<file path="config.mk">
export PLATFORM = sky130hd
export DESIGN_NAME = relu_sched
export DESIGN_NICKNAME = d
export VERILOG_FILES = /design/src/rtl/relu_pkg.sv /design/src/rtl/relu_clamp.sv /design/src/rtl/relu_sched.sv
export SDC_FILE = /design/constraint.sdc
export NUM_CORES = 1
export LEC_CHECK = 0
export CORE_ASPECT_RATIO = 1.5
export CORE_MARGIN = 2
export CORE_UTILIZATION = 38
export DETAILED_ROUTE_END_ITERATION = 6
export HOLD_SLACK_MARGIN = 0.1
export PLACE_DENSITY = 0.8
export SKIP_CTS_REPAIR_TIMING = 1
export SLEW_MARGIN = 20
export SYNTH_ARGS = -nofsm -noshare
export SYNTH_HDL_FRONTEND = slang
export SYNTH_HIERARCHICAL = 1
export SYNTH_SLANG_ARGS = --single-unit
</file>
<file path="constraint.sdc">
create_clock -name clk -period 2.1 [get_ports clk]
set_input_delay 0.63 -clock clk [delete_from_list [all_inputs] [get_ports clk]]
set_output_delay 0.63 -clock clk [all_outputs]
set_load 0.05 [all_outputs]
</file>
<file path="src/rtl/relu_pkg.sv">
`default_nettype none
// +--------------------------------------------------------------------------+
// | relu_pkg : shared FSM encoding, width defaults and clog2 helper           |
// | Revision : 1.0                                                            |
// +--------------------------------------------------------------------------+
package relu_pkg;

    localparam int         c_DATA_W_DEF = 32;
    localparam logic [0:0] c_ST_IDLE    = 1'b0;
    localparam logic [0:0] c_ST_BURST   = 1'b1;

    // Never returns less than 1 so an index port always has at least one bit
    function automatic int clog2(input int value);
        int v;
        int r;
        v = value - 1;
        r = 0;
        while (v > 0) begin
            r++;
            v = v >> 1;
        end
        return (r < 1) ? 1 : r;
    endfunction

endpackage
`default_nettype wire

</file>
<file path="src/rtl/relu_clamp.sv">
`default_nettype none
// +--------------------------------------------------------------------------+
// | relu_clamp : combinational sign clamp, negative words become zero         |
// | Revision   : 1.0                                                          |
// +--------------------------------------------------------------------------+
module relu_clamp
    import relu_pkg::*;
#(
    parameter int DATA_W = c_DATA_W_DEF
) (
    input  logic [DATA_W-1:0] i_data,
    output logic [DATA_W-1:0] o_data
);

    assign o_data = i_data[DATA_W-1] ? '0 : i_data;

endmodule
`default_nettype wire

</file>
<file path="src/rtl/relu_sched.sv">
`default_nettype none
// +--------------------------------------------------------------------------+
// | relu_sched : round-robin burst scheduler feeding one ReLU output register |
// |              Optional clip counter enabled by RELU_SCHED_STATS_EN         |
// | Revision   : 1.0                                                          |
// +--------------------------------------------------------------------------+
module relu_sched
    import relu_pkg::*;
#(
    parameter int N_REQ  = 4,
    parameter int DATA_W = c_DATA_W_DEF
) (
    input  logic                      clk,
    input  logic                      rst,
    input  logic [N_REQ-1:0]          req_valid,
    input  logic [N_REQ*DATA_W-1:0]   req_data,
    input  logic [N_REQ-1:0]          req_last,
    output logic [N_REQ-1:0]          req_ready,
    output logic                      out_valid,
    output logic [DATA_W-1:0]         out_data,
    output logic [clog2(N_REQ)-1:0]   out_id,
    output logic                      out_last,
    input  logic                      out_ready,
    output logic                      busy
`ifdef RELU_SCHED_STATS_EN
    ,
    input  logic                      clip_clr,
    output logic [31:0]               clip_cnt
`endif
);

    localparam int c_ID_W = clog2(N_REQ);

    logic [0:0]        r_state;
    logic [0:0]        w_state_nxt;
    logic [c_ID_W-1:0] r_grant;
    logic [c_ID_W-1:0] r_last_grant;
    logic [c_ID_W-1:0] w_sel;
    logic              w_any_valid;
    logic              w_gnt_valid;
    logic              w_gnt_last;
    logic [DATA_W-1:0] w_gnt_data;
    logic [DATA_W-1:0] w_relu;
    logic              w_slot_free;
    logic              w_accept;
    logic              w_burst_done;
    logic              r_out_valid;
    logic [DATA_W-1:0] r_out_data;
    logic [c_ID_W-1:0] r_out_id;
    logic              r_out_last;

    // Two passes: indices above the last grant first, then wrap to the bottom
    always_comb begin
        w_sel       = r_last_grant;
        w_any_valid = 1'b0;
        for (int i = 0; i < N_REQ; i++) begin
            if (!w_any_valid && req_valid[i] && (c_ID_W'(i) > r_last_grant)) begin
                w_sel       = c_ID_W'(i);
                w_any_valid = 1'b1;
            end
        end
        for (int i = 0; i < N_REQ; i++) begin
            if (!w_any_valid && req_valid[i]) begin
                w_sel       = c_ID_W'(i);
                w_any_valid = 1'b1;
            end
        end
    end

    always_comb begin
        w_gnt_valid = 1'b0;
        w_gnt_last  = 1'b0;
        w_gnt_data  = '0;
        for (int i = 0; i < N_REQ; i++) begin
            if (r_grant == c_ID_W'(i)) begin
                w_gnt_valid = req_valid[i];
                w_gnt_last  = req_last[i];
                w_gnt_data  = req_data[i*DATA_W +: DATA_W];
            end
        end
    end

    assign w_slot_free  = !r_out_valid || out_ready;
    assign w_accept     = (r_state == c_ST_BURST) && w_gnt_valid && w_slot_free;
    assign w_burst_done = w_accept && w_gnt_last;

    always_comb begin
        w_state_nxt = r_state;
        req_ready   = '0;
        case (r_state)
            c_ST_IDLE: begin
                if (w_any_valid) w_state_nxt = c_ST_BURST;
            end
            c_ST_BURST: begin
                for (int i = 0; i < N_REQ; i++) begin
                    if (r_grant == c_ID_W'(i)) req_ready[i] = w_slot_free;
                end
                if (w_burst_done) w_state_nxt = c_ST_IDLE;
            end
            default: w_state_nxt = c_ST_IDLE;
        endcase
    end

    always_ff @(posedge clk or posedge rst) begin
        if (rst) begin
            r_state      <= c_ST_IDLE;
            r_grant      <= '0;
            r_last_grant <= c_ID_W'(N_REQ - 1);
        end else begin
            r_state <= w_state_nxt;
            if ((r_state == c_ST_IDLE) && w_any_valid) r_grant <= w_sel;
            if (w_burst_done) r_last_grant <= r_grant;
        end
    end

    relu_clamp #(
        .DATA_W (DATA_W)
    ) u_clamp (
        .i_data (w_gnt_data),
        .o_data (w_relu)
    );

    always_ff @(posedge clk or posedge rst) begin
        if (rst) begin
            r_out_valid <= 1'b0;
            r_out_data  <= '0;
            r_out_id    <= '0;
            r_out_last  <= 1'b0;
        end else if (w_accept) begin
            r_out_valid <= 1'b1;
            r_out_data  <= w_relu;
            r_out_id    <= r_grant;
            r_out_last  <= w_gnt_last;
        end else if (out_ready) begin
            r_out_valid <= 1'b0;
        end
    end

    assign out_valid = r_out_valid;
    assign out_data  = r_out_data;
    assign out_id    = r_out_id;
    assign out_last  = r_out_last;
    assign busy      = (r_state == c_ST_BURST);

`ifdef RELU_SCHED_STATS_EN
    logic [31:0] r_clip_cnt;

    // A clear in the same cycle as a clipped beat leaves the counter at zero
    always_ff @(posedge clk or posedge rst) begin
        if (rst) begin
            r_clip_cnt <= '0;
        end else if (clip_clr) begin
            r_clip_cnt <= '0;
        end else if (w_accept && w_gnt_data[DATA_W-1] && (r_clip_cnt != 32'hFFFF_FFFF)) begin
            r_clip_cnt <= r_clip_cnt + 32'd1;
        end
    end

    assign clip_cnt = r_clip_cnt;
`endif

endmodule
`default_nettype wire

</file>
==> out/metrics.cfg, run 1 <==
[clock_network]
cts_tree=built
htreeDepth=2
cts_buffers=5
cts_buffer_depth=2
clk_pin_slew_ps=60
clock_latency_ps=280
cts-root-buf=clkbuf_16
cts.sinks=41

[pwr]
p_switching_uw=3070
power_density_mw_per_mm2=1420
p_leak_uw=0.00226
internal_power_uw=4190
seq_power_share_pct=19.6
peakVddDrop_mv=0.690
pwr-share-clk_pct=10.4
swShare_pct=42.3
comb_power_share_pct=70.0

[sta]
fmax_mhz=491
fin_crit_sh_pct=96.9
hold_viol=0
period_needed_ps=2040
drv_slew=0
clock_skew_ps=5.38
final-setup-viol-count=0
finalSetupTns_ps=0
rsz0062_at_grt=false
holdWs_ps=514

[final_layout]
nets=527
utilization_pct=68.0
area_growth_pct=75.9
layoutNonFillerInstCount=491
drive_gt1_share_pct=39.7
design_area_sq_mm=0.00511

[yosys]
synth_cell_types=35
yosysTopAreaCell=dfrtp_1
synth_top_area_share_pct=33.6
syn-cell-area_sq_mm=0.00291
yosysSeqAreaShare_pct=35.4
synth_top_flop_cell=dfrtp_1
synth-edff-count=0
synthArstFlopShare_pct=100
ys_top_cells_by_count=dfrtp_1 (39), mux4_2 (34), nor2b_1 (32)
yosys-top-cells-area=dfrtp_1 (34%), mux4_2 (26%), mux2_4 (15%), nor2b_1 (6.9%), mux2_2 (3.1%)
synth_cells=199
synth-seq-cells=41
yosysMostFrequentCell=dfrtp_1
ys_warn_count=6
avgSynthCellArea_sq_um=14.6
synth_nets=338

[grt]
use_met1_pct=21.8
grt_pass1_wl_um=13000
antenna_found_initial=1
gr-usage-all-layers_pct=20.1
grt_busiest_layer=met2
grt_overflow_total=0
gr-usage-met2_pct=37.2
use_met3_pct=4.64
grt_max_degree=34
grt_pass1_vias=2758

[place]
gp_congestion=0.770
dpl.hpwl_um=6580
place_inst=479
dpl_cell_area_sq_mm=0.00485
port_buffers=179

[routing]
drt_pre_antenna_iters=4
drt-initial-drc-count=99
routedWlPerCell_um=17.2
drc_errors=0
avgViaCountPerCell=5.11
routed_wl_um=8470
postRouteAntennaNets=0
vias=2507

[floorplan]
die_h_um=111
dieArea_sq_mm=0.00838
core_area_sq_mm=0.00751
core.rowCount=39
num_io_pins=180
initial_core_util_pct=38.7
die_w_um=75.4

[critical_path]
path_buf_inv=3
critPathLaunch=r_grant[0]
endpoint=req_ready[1]
reg2reg_depth=5
r2r-start=r_grant[0]
end_kind=output port
critical_path_class=reg -> out
critical_path.cell_chain=buf_12 -> inv_1 -> nor3_4 -> buf_12
r2r_slack_ps=290
r2r_end=out_data[10]
max_stage_delay_ps=420
slowest_stage=dfrtp_2
cp-start-kind=flop
cp.required_ps=1470
cp_top_family=buffers and inverters
cp.arrival_ps=1410
cp_max_fo=16
crit_cells=4
cp_common_cell=buf_12

[min_path]
hold_start=out_data[3]
hold_path.class=reg -> reg

[run]
max_cap_violations=0

[outcome]
status=finished clean

## kinds of logic (layout without fill, tap and decap cells)
| group | after synthesis | count (layout) | share of synthesized area [%] |
|---|---|---|---|
| mux | 71 | 71 | 44.4 |
| simple gates | 52 | 52 | 10.8 |
| flops | 41 | 41 | 35.4 |
| buf+inv | 21 | 210 | 5.85 |
| compound gates | 13 | 13 | 3.44 |
| other cells | 1 | 2 | 0.129 |
## power by group through the flow
stage | Sequential [uW] | Combinational, uW | Clock, uW
after floorplan | 2330 | 2680 | 0
after global placement | 1410 | 4810 | 0
after detailed placement | 1420 | 4900 | 0
after CTS | 1410 | 4920 | 766
after global routing | 1470 | 5360 | 795
final | 1420 | 5080 | 752
## per-layer routing
| metal | share of wire (%) | vias to the layer above |
|---|---|---|
| met1 | 35 | 1245 |
| met2 | 56 | 117 |
| met3 | 7.0 | 12 |
| met5 | 0 | - |
| met4 | 1.6 | 0 |
| li1 | - | 1133 |
## cell usage in the layout (no fill, tap or decap), types with 2 or more instances in the layout
cell and instances:
nor2b_1 32, dfstp_2 2, dfrtp_2 3, nor3_4 2, mux2_4 31, mux4_2 34, nor2_4 2, buf_4 50
mux2_2 6, dlymetal6s2s_1 5, clkdlybuf4s50_1 133, a21o_1 2, nor2_1 2, inv_1 2, nand2_1 3, buf_12 9
nand2b_1 3, clkbuf_16 8, dfrtp_1 36
## metrics by stage
stage	setup slack [ps]	power (uW)
floorplan	15.1	5010
global placement	-258	6220
detailed placement	-283	6320
CTS	-288	7090
global route	11.9	7630
finish	64.7	7260
## worst min path at each step
stage / end / slack (ps) / cells after the start
final: out_data[3] / 510 / 1
after global routing: out_data[31] / 540 / 1
after CTS: out_data[11] / 520 / 1
after detailed placement: out_data[18] / 500 / 1
after global placement: out_data[18] / 490 / 1
after floorplan: r_grant[0] / 580 / 2
## state kept, by name (all words and copies together), names as in the netlist
signal        cells
r_grant           2
out_valid         1
busy              1
out_id            2
r_last_grant      2
out_data         32
out_last          1
## final cells by class
| class | count | area (sq um) |
|---|---|---|
| Antenna cell | 1 | 2.50 |
| Clock buffer | 7 | 143 |
| Fill cell | 582 | 2400 |
| Timing Repair Buffer | 200 | 2020 |
| Multi-Input combinational cell | 137 | 1770 |
| Tap cell | 102 | 128 |
| Sequential cell | 41 | 1030 |
| Inverter | 3 | 11.3 |
Note: power is estimated with default switching activity, not from simulation.
==> inputs of run 2 (changes only) <==
--- a/config.mk
+++ b/config.mk
@@ -17,3 +17,4 @@
 export SYNTH_HDL_FRONTEND = slang
 export SYNTH_HIERARCHICAL = 1
 export SYNTH_SLANG_ARGS = --single-unit
+export TNS_END_PERCENT = 10
==> out/metrics.cfg, run 2 (same netlist as run 1, synthesis figures left out) <==
[pwr]
swShare_pct=42.6  ; was 42.3%
power_density_mw_per_mm2=1410  ; was 1420 mW/mm^2
peakVddDrop_mv=0.713  ; was 0.690 mV
p_switching_uw=3020  ; was 3070 uW
internal_power_uw=4070  ; was 4190 uW
comb_power_share_pct=69.5  ; was 70.0%
p_leak_uw=0.00221  ; was 0.00226 uW
seq_power_share_pct=20.1  ; was 19.6%
pwr-share-clk_pct=10.5  ; was 10.4%

[sta]
hold_viol=0  ; unchanged
fmax_mhz=484  ; was 491 MHz
period_needed_ps=2070  ; was 2040 ps
fin_crit_sh_pct=98.4  ; was 96.9%
finalSetupTns_ps=0  ; unchanged
final-setup-viol-count=0  ; unchanged
holdWs_ps=515  ; was 514 ps
clock_skew_ps=1.16  ; was 5.38 ps
drv_slew=0  ; unchanged
rsz0062_at_grt=true  ; was false

[floorplan]
die_h_um=111  ; unchanged
initial_core_util_pct=38.7  ; unchanged
dieArea_sq_mm=0.00838  ; unchanged
core.rowCount=39  ; unchanged
core_area_sq_mm=0.00751  ; unchanged
num_io_pins=180  ; unchanged
die_w_um=75.4  ; unchanged

[critical_path]
end_kind=flop  ; was output port
cp_max_fo=14  ; was 16
critical_path_class=in -> reg  ; was reg -> out
cp-start-kind=input pin  ; was flop
cp.arrival_ps=2220  ; was 1410 ps
cp.required_ps=2260  ; was 1470 ps

[grt]
grt_pass1_vias=2758  ; unchanged
grt_pass1_wl_um=13000  ; unchanged
gr-usage-all-layers_pct=20.1  ; unchanged
antenna_found_initial=1  ; unchanged
grt_overflow_total=0  ; unchanged
grt_max_degree=34  ; unchanged

[clock_network]
cts_buffers=5  ; unchanged
htreeDepth=2  ; unchanged
cts_tree=built  ; unchanged
cts.sinks=41  ; unchanged
cts_buffer_depth=2  ; unchanged
cts-root-buf=clkbuf_16  ; unchanged
clock_latency_ps=270  ; was 280 ps
clk_pin_slew_ps=50  ; was 60 ps

[final_layout]
nets=524  ; was 527
layoutNonFillerInstCount=488  ; was 491
final_common_cell=clkdlybuf4s50_1  ; unchanged
area_growth_pct=73.6  ; was 75.9%
drive_gt1_share_pct=39.2  ; was 39.7%
design_area_sq_mm=0.00505  ; was 0.00511 sq mm
layout_common_cells=clkdlybuf4s50_1 (134), buf_4 (49), dfrtp_1 (36)  ; was clkdlybuf4s50_1 (133), buf_4 (50), dfrtp_1 (36)
utilization_pct=67.1  ; was 68.0%
largest_register_ffs=32  ; unchanged

[place]
place_inst=479  ; unchanged
port_buffers=179  ; unchanged
dpl_cell_area_sq_mm=0.00485  ; unchanged
gp_congestion=0.770  ; unchanged
dpl.hpwl_um=6580  ; unchanged

[routing]
avgViaCountPerCell=5.08  ; was 5.11
vias=2477  ; was 2,507
postRouteAntennaNets=0  ; unchanged
routed_wl_um=8310  ; was 8470 um
drt-initial-drc-count=103  ; was 99
routedWlPerCell_um=17.0  ; was 17.2 um
drt_pre_antenna_iters=4  ; unchanged
drc_errors=0  ; unchanged

[min_path]
hold_path.class=reg -> reg  ; unchanged

[run]
max_cap_violations=0  ; unchanged

[outcome]
status=finished clean  ; unchanged

[run 2: metal layers]
metal  up-vias  GRT usage, %  share of wire, %
met5         -             0                 0
met4         0          5.50               1.4
li1       1122             -                 -
met1      1229          21.8                35
met3        10          4.64               6.8
met2       116          37.2                57
[run 2: area by class of cell]
type,instances,area (sq um)
fill,589,2470
timing repair buffer,197,1960
multi-input combinational,137,1770
sequential,41,1030
clock buffer,7,143
tap,102,128
inverter,3,11.3
antenna,1,2.50
[run 2: power by group through the flow]
stage / logic [uW] / registers [uW] / clock network, uW
global route: 5200 / 1470 / 795
finish: 4930 / 1420 / 743
detailed placement: 4900 / 1420 / 0
global placement: 4810 / 1410 / 0
floorplan: 2680 / 2330 / 0
CTS: 4920 / 1410 / 766
[run 2: metrics by stage]
step,total power (uW),setup WS [ps]
floorplan,5010,15.1
global placement,6220,-258
detailed placement,6320,-283
CTS,7090,-288
global route,7470,-11.0
finish,7090,32.7
[run 2: path summary, 6_finish.rpt]
check | from | to | slack (ps) | cells past startpoint
worst max-delay path | req_valid[0] | out_data[18] | 30 | 5
worst min-delay path | out_data[18] | out_data[18] | 510 | 1
worst max register to register | r_grant[1] | out_data[14] | 320 | 5
worst min register to register | out_data[18] | out_data[18] | 510 | 1
max in group asynchronous | rst | r_grant[0] | 1010 | 3
min in group asynchronous | rst | out_data[0] | 640 | 2
[run 2: critical path, cell delays in order]
cell	delay (ps)
clkdlybuf4s50_1	410
mux4_2	520
nand3_4	150
buf_12	170
mux2_2	340
==> inputs of run 3 (changes only) <==
--- a/config.mk
+++ b/config.mk
@@ -7,14 +7,13 @@
 export LEC_CHECK = 0
 export CORE_ASPECT_RATIO = 1.5
 export CORE_MARGIN = 2
-export CORE_UTILIZATION = 38
+export CORE_UTILIZATION = 36
 export DETAILED_ROUTE_END_ITERATION = 6
 export HOLD_SLACK_MARGIN = 0.1
-export PLACE_DENSITY = 0.8
+export PLACE_DENSITY = 0.79
 export SKIP_CTS_REPAIR_TIMING = 1
 export SLEW_MARGIN = 20
 export SYNTH_ARGS = -nofsm -noshare
 export SYNTH_HDL_FRONTEND = slang
-export SYNTH_HIERARCHICAL = 1
 export SYNTH_SLANG_ARGS = --single-unit
 export TNS_END_PERCENT = 10
==> out/metrics.cfg, run 3 <==
[outcome]
status=finished clean  ; unchanged

[floorplan]
die_w_um=74.7  ; was 75.4 um
die_h_um=110  ; was 111 um
dieArea_sq_mm=0.00822  ; was 0.00838 sq mm
initial_core_util_pct=37.1  ; was 38.7%
core_area_sq_mm=0.00727  ; was 0.00751 sq mm
core.rowCount=38  ; was 39
num_io_pins=180  ; unchanged

[routing]
drt_pre_antenna_iters=4  ; unchanged
drt-initial-drc-count=134  ; was 103
postRouteAntennaNets=0  ; unchanged
routedWlPerCell_um=18.1  ; was 17.0 um
drc_errors=0  ; unchanged
routed_wl_um=8930  ; was 8310 um
vias=2676  ; was 2,477
avgViaCountPerCell=5.42  ; was 5.08

[grt]
antenna_found_initial=0  ; was 1
use_met1_pct=24.5  ; was 21.8%
grt_pass1_vias=2844  ; was 2,758
gr-usage-all-layers_pct=22.2  ; was 20.1%
grt_max_degree=41  ; was 34
gr-usage-met2_pct=39.4  ; was 37.2%
use_met3_pct=4.45  ; was 4.64%
grt_overflow_total=0  ; unchanged
grt_pass1_wl_um=13800  ; was 13,000 um
grt_busiest_layer=met2  ; unchanged

[sta]
final-setup-viol-count=0  ; unchanged
fmax_mhz=496  ; was 484 MHz
drv_slew=0  ; unchanged
worst_pin_slew_ps=669
slew_headroom_pct=54.1
fin_crit_sh_pct=96.1  ; was 98.4%
hold_viol=0  ; unchanged
period_needed_ps=2020  ; was 2070 ps
clock_skew_ps=9.31  ; was 1.16 ps
setup_slack_ps=82.0  ; was 32.7 ps
holdWs_ps=483  ; was 515 ps
rsz0062_at_grt=false  ; was true

[final_layout]
antenna_cells=0  ; was 1
ff_latch_area_sq_mm=0.00101  ; was 0.00103 sq mm
utilization_pct=66.5  ; was 67.1%
final_common_cell=clkdlybuf4s50_1  ; unchanged
multiInputGateArea_sq_mm=0.00154  ; was 0.00177 sq mm
drive_gt1_share_pct=32.0  ; was 39.2%
area_growth_pct=79.5  ; was 73.6%
layout_common_cells=clkdlybuf4s50_1 (137), buf_4 (53), dfrtp_1 (35)  ; was clkdlybuf4s50_1 (134), buf_4 (49), dfrtp_1 (36)
largest_register_ffs=31  ; was 32
design_area_sq_mm=0.00484  ; was 0.00505 sq mm
fillers=572  ; was 589
nets=532  ; was 524

[pwr]
power_density_mw_per_mm2=1410  ; about the same
seq_power_share_pct=20.0  ; was 20.1%
comb_power_share_pct=67.5  ; was 69.5%
peakVddDrop_mv=1.17  ; was 0.713 mV
power_uw=6830  ; was 7090 uW
p_leak_uw=0.00200  ; was 0.00221 uW
swShare_pct=44.4  ; was 42.6%
pwr-share-clk_pct=12.5  ; was 10.5%
internal_power_uw=3800  ; was 4070 uW
p_switching_uw=3040  ; was 3020 uW

[critical_path]
cp.required_ps=1470  ; was 2260 ps
cp_max_fo=4  ; was 14
critical_path_class=in -> out  ; was in -> reg
cp.arrival_ps=1390  ; was 2220 ps
cp-start-kind=input pin  ; unchanged
end_kind=output port  ; was flop

[yosys]
synth-seq-cells=40  ; was 41
ys_top_cells_by_count=dfrtp_1 (38), mux4_2 (26), a22o_1 (22)  ; was dfrtp_1 (39), mux4_2 (34), nor2b_1 (32)
yosysMostFrequentCell=dfrtp_1  ; unchanged
synth_cell_types=45  ; was 35
synth-edff-count=0  ; unchanged
ys_warn_count=0  ; was 6
synthArstFlopShare_pct=100  ; unchanged
synth_top_area_share_pct=35.3  ; was 33.6%
yosysSeqAreaShare_pct=37.2  ; was 35.4%
synth_nets=347  ; was 338
synth_top_flop_cell=dfrtp_1  ; unchanged
yosys-top-cells-area=dfrtp_1 (35%), mux4_2 (22%), a22o_1 (7.1%), mux2_2 (3.8%), o31ai_1 (2.8%)  ; was dfrtp_1 (34%), mux4_2 (26%), mux2_4 (15%), nor2b_1 (6.9%), mux2_2 (3.1%)
synth_cells=208  ; was 199
syn-cell-area_sq_mm=0.00270  ; was 0.00291 sq mm
avgSynthCellArea_sq_um=13.0  ; was 14.6 sq um
yosysTopAreaCell=dfrtp_1  ; unchanged

[place]
port_buffers=178  ; was 179
post-place-ws_ps=-279  ; was -283 ps
gp_congestion=0.773  ; was 0.770
dpl_cell_area_sq_mm=0.00466  ; was 0.00485 sq mm
dpl.hpwl_um=7240  ; was 6580 um

[clock_network]
clock_latency_ps=290  ; was 270 ps
clk_pin_slew_ps=80  ; was 50 ps
htreeDepth=2  ; unchanged
cts.sinks=40  ; was 41
cts_buffer_depth=2  ; unchanged
cts_buffers=5  ; unchanged
cts_tree=built  ; unchanged
cts-root-buf=clkbuf_8  ; was clkbuf_16

[min_path]
hold_path.class=reg -> reg  ; unchanged

[run]
max_cap_violations=0  ; unchanged

run 3: changes by cell type after synthesis, sizes merged, moves of 8 or more:
cell / previous run / this run
nor2b: 32 / 5
mux2: 37 / 13
a22o: 0 / 22
o31ai: 0 / 10
a221oi: 0 / 8
a31o: 0 / 8
inv: 3 / 11
mux4: 34 / 26
o22ai: 0 / 8
run 3: final timing paths:
kind	slack (ps)	start	endpoint	cells past startpoint
worst max-delay path	80	out_ready	req_ready[1]	5
worst min-delay path	480	out_last	out_last	1
worst max register to register	170	r_grant[0]	out_data[14]	5
worst min register to register	480	out_last	out_last	1
max in group asynchronous	1170	rst	r_last_grant[0]	3
min in group asynchronous	670	rst	out_data[13]	3
run 3: worst max-delay path, cell delays in order:
cell and delay, ps:
dlymetal6s2s_1 100, nand2b_4 160, nand2_8 80, nor3b_4 250, buf_12 170
run 3: cell type report:
cell class,count,share of cell area [%]
inverter,11,0.905
tap,100,2.58
sequential,40,20.8
clock inverter,3,1.86
clock buffer,5,1.42
timing repair buffer,200,40.5
multi-input combinational,135,31.9
run 3: per-stage QoR:
stage,cells,setup TNS (ps)
global route,494,0
global placement,484,-5800
detailed placement,484,-7040
floorplan,208,-17.2
finish,494,0
CTS,492,-830
run 3: cells by family (layout without fill, tap and decap cells):
| group | after synthesis | count (layout) | share of synthesized area (%) |
|---|---|---|---|
| AO/OA/AOI/OAI | 66 | 66 | 19.5 |
| buffers and inverters | 33 | 219 | 7.98 |
| flip-flops | 40 | 40 | 37.2 |
| multiplexers | 41 | 41 | 27.9 |
| other | 1 | 1 | 0.139 |
| AND/OR/NAND/NOR | 27 | 27 | 7.33 |
run 3: per-layer routing:
layer	vias to the layer above	share of wire [%]
met1	1320	34
met5	-	0
li1	1212	-
met3	30	5.1
met2	114	57
met4	0	4.3
run 3: power by group through the flow:
stage	logic [uW]	registers, uW	clock network, uW
after detailed placement	4600	1390	0
after global routing	4880	1410	911
final	4610	1370	857
after global placement	4520	1390	0
after CTS	4610	1380	875
after floorplan	2440	2180	0
